<file path="config.mk">
export PLATFORM = sky130hd
export DESIGN_NAME = counter_dump
export DESIGN_NICKNAME = d
export VERILOG_FILES = /design/src/rtl/counter_dump.sv
export SDC_FILE = /design/constraint.sdc
export NUM_CORES = 1
export LEC_CHECK = 0
export CORE_ASPECT_RATIO = 0.7
export CORE_UTILIZATION = 50
export DETAILED_ROUTE_END_ITERATION = 6
export DONT_BUFFER_PORTS = 1
export PLACE_DENSITY = 0.67
export REMOVE_ABC_BUFFERS = 1
export SKIP_CTS_REPAIR_TIMING = 1
export SLEW_MARGIN = 25
export SYNTH_ARGS = -nofsm -noshare
export SYNTH_HDL_FRONTEND = slang
export SYNTH_SLANG_ARGS = --single-unit
export TNS_END_PERCENT = 20
</file>
<file path="constraint.sdc">
create_clock -name Clk -period 2.2 [get_ports Clk]
set_input_delay 0.22 -clock Clk [delete_from_list [all_inputs] [get_ports Clk]]
set_output_delay 0.22 -clock Clk [all_outputs]
set_load 0.05 [all_outputs]
</file>
<file path="src/rtl/counter_dump.sv">
// rtl/counter_dump.sv - snapshot two event counters and stream them as a checksummed byte frame
module counter_dump #(
    parameter int         CNT_W  = 64,
    parameter logic [7:0] HEADER = 8'hA5
) (
    input  logic             Clk,
    input  logic             Reset,
    input  logic             Snap,
    input  logic [CNT_W-1:0] Cnt0,
    input  logic [CNT_W-1:0] Cnt1,
    output logic [7:0]       Dout,
    output logic             Dvalid,
    input  logic             Dready,
    output logic             Dlast,
    output logic             Busy,
    output logic             Drop
);

    localparam int NB = 2 * CNT_W / 8;
    localparam int IW = (NB > 1) ? $clog2(NB) : 1;
    localparam logic [IW-1:0] LAST_IDX = IW'(NB - 1);

    typedef enum logic [1:0] {
        IDLE = 2'd0,
        HDR  = 2'd1,
        DATA = 2'd2,
        SUM  = 2'd3
    } state_t;

    state_t               state_q, state_d;
    logic [2*CNT_W-1:0]   shadow_q, shadow_d;
    logic [IW-1:0]        idx_q, idx_d;
    logic [7:0]           chk_q, chk_d;
    logic [7:0]           dout_q, dout_d;
    logic                 dvalid_q, dvalid_d;
    logic                 dlast_q, dlast_d;
    logic                 drop_q, drop_d;

    logic                 xfer;

    // A byte moves whenever the presented byte is accepted by the sink
    assign xfer = dvalid_q & Dready;

    // State and datapath registers; reset aborts any frame immediately
    always_ff @(posedge Clk or negedge Reset) begin
        if (!Reset) begin
            state_q  <= IDLE;
            shadow_q <= '0;
            idx_q    <= '0;
            chk_q    <= '0;
            dout_q   <= '0;
            dvalid_q <= 1'b0;
            dlast_q  <= 1'b0;
            drop_q   <= 1'b0;
        end else begin
            state_q  <= state_d;
            shadow_q <= shadow_d;
            idx_q    <= idx_d;
            chk_q    <= chk_d;
            dout_q   <= dout_d;
            dvalid_q <= dvalid_d;
            dlast_q  <= dlast_d;
            drop_q   <= drop_d;
        end
    end

    // Next-state: advance only on accepted transfers, leave IDLE only on Snap
    always_comb begin
        state_d = state_q;
        case (state_q)
            IDLE: if (Snap) state_d = HDR;
            HDR:  if (xfer) state_d = DATA;
            DATA: if (xfer && idx_q == LAST_IDX) state_d = SUM;
            SUM:  if (xfer) state_d = IDLE;
            default: state_d = IDLE;
        endcase
    end

    // Datapath and registered outputs; the shadow shifts left so the
    // byte to send next is always its top byte (Cnt0 MSB first, then Cnt1)
    always_comb begin
        shadow_d = shadow_q;
        idx_d    = idx_q;
        chk_d    = chk_q;
        dout_d   = dout_q;
        dvalid_d = dvalid_q;
        dlast_d  = dlast_q;
        drop_d   = Snap && (state_q != IDLE);
        case (state_q)
            IDLE: begin
                if (Snap) begin
                    shadow_d = {Cnt0, Cnt1};
                    idx_d    = '0;
                    chk_d    = '0;
                    dout_d   = HEADER;
                    dvalid_d = 1'b1;
                    dlast_d  = 1'b0;
                end
            end
            HDR: begin
                if (xfer) begin
                    idx_d  = '0;
                    dout_d = shadow_q[2*CNT_W-1 -: 8];
                end
            end
            DATA: begin
                if (xfer) begin
                    chk_d    = chk_q ^ dout_q;
                    shadow_d = shadow_q << 8;
                    idx_d    = idx_q + IW'(1);
                    if (idx_q == LAST_IDX) begin
                        dout_d  = chk_q ^ dout_q;
                        dlast_d = 1'b1;
                    end else begin
                        dout_d = shadow_q[2*CNT_W-9 -: 8];
                    end
                end
            end
            SUM: begin
                if (xfer) begin
                    dout_d   = '0;
                    dvalid_d = 1'b0;
                    dlast_d  = 1'b0;
                end
            end
            default: ;
        endcase
    end

    assign Dout   = dout_q;
    assign Dvalid = dvalid_q;
    assign Dlast  = dlast_q;
    assign Busy   = (state_q != IDLE);
    assign Drop   = drop_q;

endmodule

</file>
==> metrics.md <==
| Metric | Value |
|---|---|
| Row cnt | 36 |
| Unique cell type count in the Yosys netlist | 33 |
| CTS tree | done |
| Crit path time final | approximately 2.1 ns |
| DRT iter0 DRCs | about 250 |
| CP endpoint kind | flop |
| DP Worst Slack | 0.0754 ns |
| Reg power frac | 47.7% |
| Crit share post-route | 94.5% |
| Post-synthesis sequential area ratio | between 50% and 60% |
| Final hold violations | approximately 160 |
| CP peak stage delay | approximately 0.42 ns |
| Primary FF master, synth | dfrtp_1 |
| Final wirelength | about 15000 um |
| Commonest non-fill, non-tap cells in the layout | 151 x dfrtp_1, 150 x nand2_1, 132 x o21ai_0, 121 x mux2i_1, 30 x nand3_1 |
| Count of input and output buffers | 0 |
| Max FO, Critical Path | 100 |
| Area grow syn2layout | 13.0% |
| Rel. slew slack | slightly above 60% |
| Slew @ Worst Pin | between 0.5 and 0.6 ns |
| Synthesis warning total | 0 |
| Total GRT Usage | approximately a fifth |
| # fillers | 1203 |
| Syn Std Cell Area | approximately 7300 sq um |
| Die height | roughly 100 um |
| Clk pwr share | a little under 50% |
| CTS Root Cell | clkbuf_16 |
| Power Density | roughly 760 nW/um^2 |
| Grt ovf | 0 |
| Longest Clk Path Bufs | 2 |
| Final Cell Area | 8250 sq um |
| Full die area | about 15000 sq um |
| Reg2reg end | shadow_q[102] |
| Worst reg2reg startpoint | state_q[0] |
| Slowest-stage cell, CP | dfrtp_2 |
| Final setup fails | 0 |
| Detail Route Antenna Nets | 0 |
| Worst-path cell chain | inv_1 > ha_1 > and2b_1 > a211o_4 > buf_16 > nand2_1 > o21ai_0 |
| DP Area | roughly 7500 sq um |
| Post-DP HPWL | about 9900 um |
| EDFF count, synth | 0 |
| Logic pwr share | roughly 2.9% |
| Leakage | ~3.5 nW |
| Design Power | about 6.3 mW |
| Num Clock Sinks | 153 |
| Syn avg cell area | about 10 sq um |
| Commonest non-fill, non-tap cell in the layout | dfrtp_1 |
| Switching Fraction | about a fifth |
| Starting Density | 51.8% |
| Max Cap Viol | 0 |
| Seq cells post-synth | roughly 150 |
| Ant. Diodes | 0 |
| Drt drc | 0 |
| Failing checks | hold timing |
| Fmax | 481 MHz |
| Finished Core Util | around 59% |
| Initial antenna violation count | 0 |
| Skew final | 0.0148 ns |
| Inserted Clock Buffers | 17 |
| Mapped Cells | slightly above 700 |
| H-tree levels | 4 |
| DR vias | ~5100 |
| R2R depth | 7 |
| Sw power | between 1 and 1.5 mW |
| Vias per cell | 5.57 |
| Final WS setup | between 0.1 and 0.15 ns |
| GPL Wtd Cong | between 0.7 and 0.8 |
| Routed len/inst | approximately 17 um |
| Reg2Reg Setup Slack | roughly 0.12 ns |
| Worst hold slack | -0.498 ns |
| CP Launch Type | flop |
| Drt first pass iters | 4 |
| RSZ-0062 raised after global routing | yes |
| Worst skew pair latency | 0.42 ns |
| CP Class | reg -> reg |
| Status | finished with violations |
| Core area | approximately 14000 sq um |
| P_int | 5.00 mW |
| Register clock-pin slew on the reported worst setup and hold paths | about 0.060 ns |
| Die width | approximately 150 um |
| Worst EP arrival | 2.36 ns |
| Vias in the first global route | ~4800 |
| Nets@finish | 850 |
| Worst Hold Class | in -> async |
| Async set or reset register ratio after synthesis | 100% |
| Pin count of the biggest net entering global routing | approximately 150 |
| I/O pins | around 140 |
| Count of pins over their slew limit | 0 |
| Layout cells sized above 1 | 7.20% |
| First-pass GRT wire length | 24200 um |
| Max IR drop VDD | about 450 uV |
| CP required | between 2 and 2.5 ns |
power by group through the flow:
stage / logic, mW / registers, mW / clock network (mW)
after floorplan: 0.135 / 3.03 / 0
after global placement: 0.150 / 3.04 / 0
after detailed placement: 0.162 / 3.05 / 0
after CTS: 0.162 / 2.99 / 3.18
after global routing: 0.215 / 3.01 / 3.30
final: 0.182 / 2.99 / 3.11
worst max-delay path by stage:
stage / to / slack, ns / cells after the start / startpoint
detailed placement: chk_q[1] / 0.08 / 6 / state_q[0]
floorplan: chk_q[1] / -4.89 / 5 / state_q[0]
CTS: chk_q[1] / 0.07 / 6 / state_q[0]
global route: shadow_q[54] / -0.01 / 6 / state_q[0]
finish: shadow_q[102] / 0.12 / 7 / state_q[0]
global placement: Dout[3] / 0.19 / 7 / state_q[0]
sequential cells by signal, indices dropped and copies added (netlist names):
signal,count
shadow_q,128
idx_q,4
Dlast,1
Dvalid,1
state_q,2
chk_q,8
Drop,1
Dout,8
through the flow:
stage / hold slack (ns) / TNS [ns] / std cells
floorplan: -0.0756 / -705.48 / 663
global placement: -0.0715 / 0 / 865
detailed placement: -0.0717 / 0 / 865
CTS: -0.520 / 0 / 897
global route: -0.530 / -0.0618 / 912
finish: -0.498 / 0 / 912
kinds of logic (layout without fill, tap and decap cells):
family	count (synthesis)	in the layout	share of synthesized area, %
AND/OR/NAND/NOR	209	209	12.7
AO/OA/AOI/OAI	165	165	12.8
flip-flops	153	153	52.5
multiplexers	122	122	16.7
buffers and inverters	57	64	3.75
adder cells (fa/ha/maj)	9	9	1.54
area by class of cell:
class | instances | area [sq um] | share of cell area (%)
Clock buffer | 22 | 464 | 5.63
Clock inverter | 10 | 166 | 2.02
Timing Repair Buffer | 27 | 318 | 3.85
Sequential cell | 153 | 3830 | 46.4
Tap cell | 190 | 238 | 2.88
Multi-Input combinational cell | 505 | 3210 | 39.0
Inverter | 5 | 18.8 | 0.228
worst max-delay path, delay by kind of cell, from the launching register on:
family | cells | cell delay [ns]
fa+ha+maj | 1 | 0.28
simple gates | 2 | 0.36
flops | 1 | 0.42
buf+inv | 2 | 0.38
compound gates | 2 | 0.48
per-layer routing:
layer / share of wire [%] / GRT usage, % / vias to the layer above
met4: 0.98 / 6.01 / 0
met1: 45 / 26.5 / 2455
met5: 0 / 0 / -
met2: 45 / 31.2 / 137
li1: - / - / 2479
met3: 9.0 / 10.0 / 12
cell usage after synthesis, types with 4 or more instances:
master / instances / area [sq um]
dfrtp_1: 153 / 3830
nand2_1: 150 / 563
o21ai_0: 132 / 661
mux2i_1: 121 / 1210
buf_2: 30 / 150
nand3_1: 30 / 150
clkbuf_1: 19 / 71.3
a22o_1: 11 / 96.3
ha_1: 9 / 113
a21oi_1: 6 / 30.0
inv_1: 5 / 18.8
nand3b_1: 5 / 37.5
nor2b_1: 5 / 31.3
a221o_1: 4 / 40.0
nand4b_1: 4 / 35.0
o211ai_1: 4 / 30.0
Note: power is estimated with default switching activity, not from simulation.
